<file path="config.mk">
export PLATFORM = sky130hd
export DESIGN_NAME = config_loader_flat
export DESIGN_NICKNAME = d
export VERILOG_FILES = /design/src/rtl/config_loader_if.sv /design/src/rtl/config_loader.sv /design/src/flat_wrapper.sv
export SDC_FILE = /design/constraint.sdc
export NUM_CORES = 1
export LEC_CHECK = 0
export CAP_MARGIN = 20
export CORE_MARGIN = 2
export CORE_UTILIZATION = 40
export CTS_BUF_LIST = sky130_fd_sc_hd__clkbuf_16
export CTS_CLUSTER_DIAMETER = 60
export DETAILED_ROUTE_END_ITERATION = 7
export PLACE_DENSITY_LB_ADDON = 0.3
export SLEW_MARGIN = 20
export SYNTH_ARGS = -nofsm -noshare
export SYNTH_HDL_FRONTEND = slang
export SYNTH_SLANG_ARGS = --single-unit
</file>
<file path="constraint.sdc">
create_clock -name clock -period 2 [get_ports clock]
set_input_delay 0.3 -clock clock [delete_from_list [all_inputs] [get_ports clock]]
set_output_delay 0.3 -clock clock [all_outputs]
set_load 0.01 [all_outputs]
</file>
<file path="src/rtl/config_loader_if.sv">
// Bitstream word stream between the programming port (master) and the config loader (slave).
interface config_loader_if #(
  parameter int unsigned WORD_WIDTH = 8
);
  logic [WORD_WIDTH-1:0] bs_data;
  logic                  bs_valid;
  logic                  bs_ready;

  modport master (output bs_data, output bs_valid, input bs_ready);
  modport slave  (input bs_data, input bs_valid, output bs_ready);
endinterface

</file>
<file path="src/rtl/config_loader.sv">
// Serialises bitstream words LSB-first onto the fabric config chain, checks a trailing XOR
// checksum word and releases the fabric on a match.
module config_loader #(
  parameter int unsigned CONFIG_WIDTH = 17,
  parameter int unsigned WORD_WIDTH   = 8
) (
  input  logic             clock,
  input  logic             nreset,
  input  logic             start,
  config_loader_if.slave   bs,
  output logic             cfg_shift_data,
  output logic             cfg_shift_en,
  output logic             fabric_enable,
  output logic             done,
  output logic             error
);

  localparam int unsigned CntW = $clog2(CONFIG_WIDTH + 1);
  localparam int unsigned IdxW = (WORD_WIDTH > 1) ? $clog2(WORD_WIDTH) : 1;
  localparam logic [CntW-1:0] LastCnt = CntW'(CONFIG_WIDTH - 1);
  localparam logic [IdxW-1:0] LastIdx = IdxW'(WORD_WIDTH - 1);

  typedef enum logic [2:0] {StIdle, StShift, StCheck, StDone, StError} state_e;

  state_e                state_q, state_d;
  logic [WORD_WIDTH-1:0] word_q, word_d;
  logic                  full_q, full_d;
  logic [IdxW-1:0]       idx_q, idx_d;
  logic [CntW-1:0]       cnt_q, cnt_d;
  logic [WORD_WIDTH-1:0] csum_q, csum_d;

  logic accept;
  logic load_start;
  logic last_bit;
  logic word_end;

  assign last_bit = (cnt_q == LastCnt);
  assign word_end = (idx_q == LastIdx);

  always_comb begin
    state_d        = state_q;
    word_d         = word_q;
    full_d         = full_q;
    idx_d          = idx_q;
    cnt_d          = cnt_q;
    csum_d         = csum_q;
    bs.bs_ready    = 1'b0;
    cfg_shift_data = 1'b0;
    cfg_shift_en   = 1'b0;
    fabric_enable  = 1'b0;
    done           = 1'b0;
    error          = 1'b0;
    load_start     = 1'b0;
    accept         = 1'b0;

    unique case (state_q)
      StIdle: load_start = start;
      StShift: begin
        // Refill while the final needed bit of a word goes out, so streaming has no bubble.
        bs.bs_ready    = !full_q || (word_end && !last_bit);
        accept         = bs.bs_valid && bs.bs_ready;
        cfg_shift_en   = full_q;
        cfg_shift_data = full_q && word_q[idx_q];
        if (full_q) begin
          cnt_d = cnt_q + CntW'(1);
          idx_d = idx_q + IdxW'(1);
          if (last_bit) begin
            full_d  = 1'b0;
            state_d = StCheck;
          end else if (word_end) begin
            full_d = 1'b0;
          end
        end
        if (accept) begin
          word_d = bs.bs_data;
          full_d = 1'b1;
          idx_d  = '0;
          csum_d = csum_q ^ bs.bs_data;
        end
      end
      StCheck: begin
        bs.bs_ready = 1'b1;
        accept      = bs.bs_valid;
        if (accept) state_d = (bs.bs_data == csum_q) ? StDone : StError;
      end
      StDone: begin
        done          = 1'b1;
        fabric_enable = 1'b1;
        load_start    = start;
      end
      StError: begin
        error      = 1'b1;
        load_start = start;
      end
      default: state_d = StIdle;
    endcase

    if (load_start) begin
      state_d = StShift;
      full_d  = 1'b0;
      idx_d   = '0;
      cnt_d   = '0;
      csum_d  = '0;
    end
  end

  always_ff @(posedge clock) begin
    if (!nreset) begin
      state_q <= StIdle;
      word_q  <= '0;
      full_q  <= 1'b0;
      idx_q   <= '0;
      cnt_q   <= '0;
      csum_q  <= '0;
    end else begin
      state_q <= state_d;
      word_q  <= word_d;
      full_q  <= full_d;
      idx_q   <= idx_d;
      cnt_q   <= cnt_d;
      csum_q  <= csum_d;
    end
  end

endmodule

</file>
<file path="src/flat_wrapper.sv">
// flat-port wrapper written by rule: the top's interface ports become plain ports
module config_loader_flat 
#(
  parameter int unsigned CONFIG_WIDTH = 17,
  parameter int unsigned WORD_WIDTH   = 8
)
  (clock, nreset, start, cfg_shift_data, cfg_shift_en, fabric_enable, done, error, bs_bs_data, bs_bs_valid, bs_bs_ready);
  config_loader_if #(.WORD_WIDTH(WORD_WIDTH)) bs_i ();
  input  logic clock;
  input  logic nreset;
  input  logic start;
  output logic cfg_shift_data;
  output logic cfg_shift_en;
  output logic fabric_enable;
  output logic done;
  output logic error;
  input wire logic [$bits(bs_i.bs_data)-1:0] bs_bs_data;
  input wire logic [$bits(bs_i.bs_valid)-1:0] bs_bs_valid;
  output wire logic [$bits(bs_i.bs_ready)-1:0] bs_bs_ready;
  assign bs_i.bs_data = bs_bs_data;
  assign bs_i.bs_valid = bs_bs_valid;
  assign bs_bs_ready = bs_i.bs_ready;
  config_loader #(.CONFIG_WIDTH(CONFIG_WIDTH), .WORD_WIDTH(WORD_WIDTH)) u_core (.clock(clock), .nreset(nreset), .start(start), .bs(bs_i), .cfg_shift_data(cfg_shift_data), .cfg_shift_en(cfg_shift_en), .fabric_enable(fabric_enable), .done(done), .error(error));
endmodule
</file>
==> results of run 1 <==
cell usage after synthesis:
cell type / n
a31oi_1: 2
inv_2: 2
o21ai_0: 10
nand2_1: 22
o311a_1: 1
o2111a_1: 1
xnor2_1: 8
buf_4: 2
o2bb2ai_1: 1
and4_4: 1
mux2i_1: 2
nor2_2: 6
nor4b_2: 1
nor2b_1: 1
nor4bb_1: 1
nand2b_1: 2
nor3b_4: 1
a21oi_2: 4
buf_6: 2
a22oi_1: 2
mux4_2: 2
a21oi_1: 17
or3_1: 9
o2111ai_2: 1
o21ai_1: 2
and3_1: 1
clkbuf_1: 2
or3b_2: 1
nand4_1: 5
buf_2: 1
o31ai_1: 1
nor3_1: 2
nor2_1: 2
dfxtp_1: 28
xor2_1: 3
nand4bb_1: 2
ha_1: 4
o211ai_1: 1
inv_1: 12
nor3b_1: 1
logic make-up after synthesis:
family | count (synthesis) | share of synthesized area
simple gates | 58 | 0.2315
compound gates | 43 | 0.1801
flops | 28 | 0.3771
buf+inv | 21 | 0.06902
xor+xnor | 11 | 0.06482
mux | 4 | 0.04377
fa+ha+maj | 4 | 0.03367
power groups by stage:
stage	logic [W]	registers, W	clock network [W]
floorplan	0.0000882	0.000590	0
global placement	0.000141	0.000593	0
detailed placement	0.000144	0.000594	0
CTS	0.000146	0.000581	0.000603
global route	0.000163	0.000583	0.000634
finish	0.000148	0.000582	0.000595
how the worst max path moves through the flow:
stage                          end  slack, ns                    startpoint
CTS                 cfg_shift_data      0.009  u_core.idx_q[0]$_SDFFE_PP0P_
global route           bs_bs_ready      0.006  u_core.cnt_q[0]$_SDFFE_PP0P_
global placement       bs_bs_ready      -0.16  u_core.cnt_q[0]$_SDFFE_PP0P_
floorplan              bs_bs_ready       0.17  u_core.cnt_q[0]$_SDFFE_PP0P_
detailed placement     bs_bs_ready      -0.23  u_core.cnt_q[0]$_SDFFE_PP0P_
finish                 bs_bs_ready       0.06  u_core.cnt_q[1]$_SDFFE_PP0P_
flip-flops by register name, indices dropped and copies added (netlist names):
name,cells
u_core.cnt_q,5
u_core.csum_q,8
u_core.full_q,1
u_core.idx_q,3
u_core.state_q,3
u_core.word_q,8
cell type report:
cell class	count	area share
clock buffers	3	0.03817
repair buffers	36	0.1571
clock inverters	1	0.01527
multi-input cells	120	0.4447
inverters	14	0.02672
well taps	48	0.03053
flip-flops and latches	28	0.2875
metal layers:
layer / track usage / share of wire
met1: 0.1905 / 0.42
met2: 0.3196 / 0.54
met3: 0.02083 / 0.020
met4: 0.07447 / 0.017
met5: 0 / 0
timing repair:
item | in CTS | in global routing
pin swaps | 1 | 2
resized for setup | 14 | 10
setup endpoints to repair | 3 | 14
per-stage QoR:
step / setup TNS, ns / hold WS, ns / worst slack (ns) / util
global route: 0 / 0.4723 / 0.006120 / 0.5455
floorplan: 0 / 0.4331 / 0.1683 / -
detailed placement: -0.2315 / 0.4474 / -0.2315 / 0.5017
finish: 0 / 0.4560 / 0.05717 / 0.5455
global placement: -0.1572 / 0.4424 / -0.1572 / 0.5017
CTS: 0 / 0.4607 / 0.009323 / 0.5347
critical path, stage by stage, from the launching register on:
cell       delay [ns]
dfxtp_1          0.34
inv_1            0.05
ha_2             0.17
nand4bb_1        0.12
a21oi_1          0.08
or3b_4           0.37
a21oi_2          0.12
buf_2            0.14
==> impl_metrics.env, run 1 <==
export IMPL_cts_max_path_buffers=2
export IMPL_status="complete, no violations"
export IMPL_syn_nets=185
export IMPL_p_sw_w=0.0002826
export IMPL_dp_hpwl_um=2546
export IMPL_place_congestion=0.7684
export IMPL_synth_avg_cell_area_um2=8.795
export IMPL_io_pins=18
export IMPL_wl_um=3303
export IMPL_hold_path_class="flip-flop to flip-flop"
export IMPL_core_area_um2=3606
export IMPL_swShare=0.2132
export IMPL_place_inst=246
export IMPL_reg2reg_from="u_core.idx_q[0]$_SDFFE_PP0P_"
export IMPL_tightest_slew_ns=0.4923
export IMPL_die_h_um=64.96
export IMPL_rows=22
export IMPL_irDropWorstVdd_v=0.0002889
export IMPL_via_count=1307
export IMPL_maxCapViolCount=0
export IMPL_ff_latch_area_um2=565.5
export IMPL_globalRouteTotalUtil=0.1703
export IMPL_io_buffers=17
export IMPL_nets=219
export IMPL_multiInputGateArea_um2=874.6
export IMPL_ys_warn_count=0
export IMPL_crit_type="flip-flop to output port"
export IMPL_synth_cell_type_count=40
export IMPL_rsz0062_at_grt="no"
export IMPL_power_density_nw_per_um2=674.1
export IMPL_grt_start_max_net_pins=17
export IMPL_p_leak_nw=0.7110
export IMPL_power_share_sequential=0.439
export IMPL_end_kind="output port"
export IMPL_hold_start="u_core.word_q[0]$_SDFFE_PN0P_"
export IMPL_drc=0
export IMPL_r2r_end="u_core.csum_q[1]$_SDFFE_PP0P_"
export IMPL_post_route_min_period_ns=1.943
export IMPL_worstPathMaxFanout=2
export IMPL_fin_cells=250
export IMPL_hold_viol_final=0
export IMPL_initialDrtViolationCount=30
export IMPL_period_share=0.9714
export IMPL_diodes=0
export IMPL_clkTransAtPathRegs_ns=0.07
export IMPL_wl_per_cell_um=13.21
export IMPL_setup_viol=0
export IMPL_ys_top_cells_by_area="dfxtp_1 (38%), a21oi_1 (5.7%), nand2_1 (5.6%), xnor2_1 (4.7%), or3_1 (3.8%)"
export IMPL_p_total_w=0.001326
export IMPL_final_common_cell="dfxtp_1"
export IMPL_synth_area_um2=1486
export IMPL_crit_required_ns=1.70
export IMPL_dieArea_um2=4220
export IMPL_gr_total_overflow=0
export IMPL_grt_pass1_wl_um=5575
export IMPL_cts_buffers=3
export IMPL_final_cell_mix="dfxtp_1 (24), nand2_1 (22), buf_4 (18)"
export IMPL_whs_path_depth=2
export IMPL_intPower_w=0.001043
export IMPL_maxSlewHeadroom=0.6673
export IMPL_rrSetupSlack_ns=0.21
export IMPL_yosysSeqAreaShare=0.3771
export IMPL_fin_skew_ns=0.002640
export IMPL_antenna_found_initial=0
export IMPL_die_w_um=64.96
export IMPL_hold_end="u_core.word_q[0]$_SDFFE_PN0P_"
export IMPL_dr_pass1_iters=4
export IMPL_start_kind="flip-flop"
export IMPL_place_area_um2=1809
export IMPL_cts_tree="yes"
export IMPL_p_comb_frac=0.112
export IMPL_htreeDepth=1
export IMPL_r2r_cells=7
export IMPL_post_route_cell_area_um2=1967
export IMPL_cts_setup_buffers=0
export IMPL_start_util=0.4122
export IMPL_grt_pass1_vias=1290
export IMPL_fillers=349
export IMPL_synth_area_leader_cell="dfxtp_1"
export IMPL_cts_root_buffer="clkbuf_16"
export IMPL_slew_violations=0
export IMPL_ys_ff_latch=28
export IMPL_hold_buffers=0
export IMPL_synthCells=169
export IMPL_area_growth_pct=32.32
export IMPL_yosysTopAreaCellShare=0.3771
export IMPL_ant_nets=0
export IMPL_clk_latency_ns=0.26
export IMPL_clockPowerShare=0.449
export IMPL_via_per_inst=5.228
export IMPL_drive_above_1_share=0.2673
export IMPL_cts_sinks=28
export IMPL_worst_ep_arrival_time_ns=1.64
export IMPL_fmax_mhz=514.7
Power figures use the tool's default switching activity.
==> run 2, diff against run 1 <==
CELL_PAD_IN_SITES_DETAIL_PLACEMENT = 1   (was default)
CELL_PAD_IN_SITES_GLOBAL_PLACEMENT = 2   (was default)
CORE_UTILIZATION = 33   (was 40)
==> run 2 against run 1 <==
Net effect: clock power hardly changed; via count fell by 1.8%; first-iteration DRC count shrank 6.7%; global-route usage shrank 0.98 points; sequential cell count is the same; setup slack better by 0.013 ns; highest routed layer unchanged; combinational power grew 5%; critical path type unchanged; sequential power barely moved; utilization fell by 9.3 points; critical path depth is the same; sequential share of layout area grew 0.14 points; hold slack better by 0.0083 ns.
==> impl_metrics.env, run 2 (same netlist as run 1, synthesis figures left out) <==
export IMPL_whs_ns=0.4642
export IMPL_wl_per_cell_um=14.74
export IMPL_dp_hpwl_um=2946
export IMPL_place_congestion=0.8488
export IMPL_core_area_um2=4354
export IMPL_worstPathMaxFanout=2
export IMPL_ant_nets=0
export IMPL_cts_setup_buffers=0
export IMPL_gr_total_overflow=0
export IMPL_io_buffers=17
export IMPL_dieArea_um2=5057
export IMPL_crit_required_ns=1.70
export IMPL_maxSlewHeadroom=0.7054
export IMPL_cts_root_buffer="clkbuf_16"
export IMPL_hold_viol_final=0
export IMPL_htreeDepth=1
export IMPL_fmax_mhz=518.3
export IMPL_fin_skew_ns=0.001334
export IMPL_crit_type="flip-flop to output port"
export IMPL_maxCapViolCount=0
export IMPL_fin_cells=253
export IMPL_end_kind="output port"
export IMPL_final_common_cell="nand2_1"
export IMPL_p_leak_nw=0.7149
export IMPL_fillers=505
export IMPL_die_h_um=71.12
export IMPL_area_growth_pct=32.58
export IMPL_clkTransAtPathRegs_ns=0.07
export IMPL_drive_above_1_share=0.2786
export IMPL_grt_pass1_wl_um=6430
export IMPL_rsz0062_at_grt="yes"
export IMPL_irDropWorstVdd_v=0.0003812
export IMPL_dr_pass1_iters=4
export IMPL_via_count=1284
export IMPL_cts_tree="yes"
export IMPL_start_util=0.3414
export IMPL_tightest_slew_ns=0.4360
export IMPL_start_kind="flip-flop"
export IMPL_io_pins=18
export IMPL_cts_buffers=3
export IMPL_via_per_inst=5.075
export IMPL_diodes=0
export IMPL_hold_path_class="flip-flop to flip-flop"
export IMPL_initialDrtViolationCount=28
export IMPL_grt_pass1_vias=1357
export IMPL_cts_max_path_buffers=2
export IMPL_status="complete, no violations"
export IMPL_drc=0
export IMPL_place_inst=249
export IMPL_antenna_found_initial=0
export IMPL_nets=218
export IMPL_worst_ep_arrival_time_ns=1.63
export IMPL_fin_tns_setup_ns=0
export IMPL_setup_viol=0
export IMPL_post_route_min_period_ns=1.929
export IMPL_rows=24
export IMPL_wl_um=3730
export IMPL_power_density_nw_per_um2=675.2
export IMPL_die_w_um=71.12
export IMPL_final_cell_mix="nand2_1 (22), dfxtp_1 (21), buf_4 (16)"
export IMPL_reg_top3="u_core.csum_q x8, u_core.word_q x8, u_core.cnt_q x5"
export IMPL_clk_latency_ns=0.26
export IMPL_grt_start_max_net_pins=25
export IMPL_period_share=0.9647
export IMPL_cts_sinks=28
export IMPL_slew_violations=0
export IMPL_globalRouteTotalUtil=0.1605
==> run 2: metrics by stage <==
step	power, W	cell area, um^2	worst slack [ns]	utilization
after floorplan	0.0006787	1486	0.1683	-
after global placement	0.0007403	1819	-0.1732	0.4178
after detailed placement	0.0007481	1819	-0.2004	0.4178
after CTS	0.001343	1953	0.005325	0.4486
after global routing	0.001395	1971	-0.005104	0.4526
final	0.001331	1971	0.07054	0.4526
==> run 2: cell type report <==
cell class	instances	area, um^2	area share
timing repair buffer	35	314.1	0.1594
clock buffer	3	75.07	0.03810
tap	52	65.06	0.03302
inverter	14	52.55	0.02667
clock inverter	1	30.03	0.01524
multi-input combinational	120	864.6	0.4387
sequential	28	569.3	0.2889
==> run 2: path summary, 6_finish.rpt <==
check                                 from  slack, ns                       endpoint  cells after the start
max           u_core.cnt_q[0]$_SDFFE_PP0P_       0.07                    bs_bs_ready                      7
min          u_core.word_q[3]$_SDFFE_PN0P_       0.46  u_core.word_q[3]$_SDFFE_PN0P_                      2
max reg2reg   u_core.idx_q[0]$_SDFFE_PP0P_       0.28  u_core.csum_q[2]$_SDFFE_PP0P_                      7
min reg2reg  u_core.word_q[3]$_SDFFE_PN0P_       0.46  u_core.word_q[3]$_SDFFE_PN0P_                      2
==> run 2: worst max-delay path: stages (launching register included) <==
cell and delay, ns:
dfxtp_2 0.34, inv_2 0.04, ha_2 0.17, nand4bb_1 0.13, a21oi_2 0.07, or3b_4 0.37, a21oi_2 0.11, buf_2 0.13
==> run 2: routing by layer <==
| metal | wire [um] | vias up | track usage | share of wire |
|---|---|---|---|---|
| met2 | 1923 | 12 | 0.2866 | 0.52 |
| li1 | - | 655 | - | - |
| met3 | 78 | 2 | 0.02991 | 0.021 |
| met4 | 21 | 0 | 0.03145 | 0.0056 |
| met5 | 0 | - | 0 | 0 |
| met1 | 1706 | 615 | 0.2026 | 0.46 |
==> run 2: repair_timing <==
item	in CTS	in global routing
gates resized for setup	16	9
setup endpoints to repair	4	4
hold buffers	0	0
pin swaps	1	2
==> run 2: power breakdown <==
part	internal (W)	switching, W	total, W
sequential	0.000571	0.0000101	0.000581
combinational	0.0000764	0.0000792	0.000156
clock	0.000399	0.000195	0.000594
total	0.00105	0.000284	0.00133
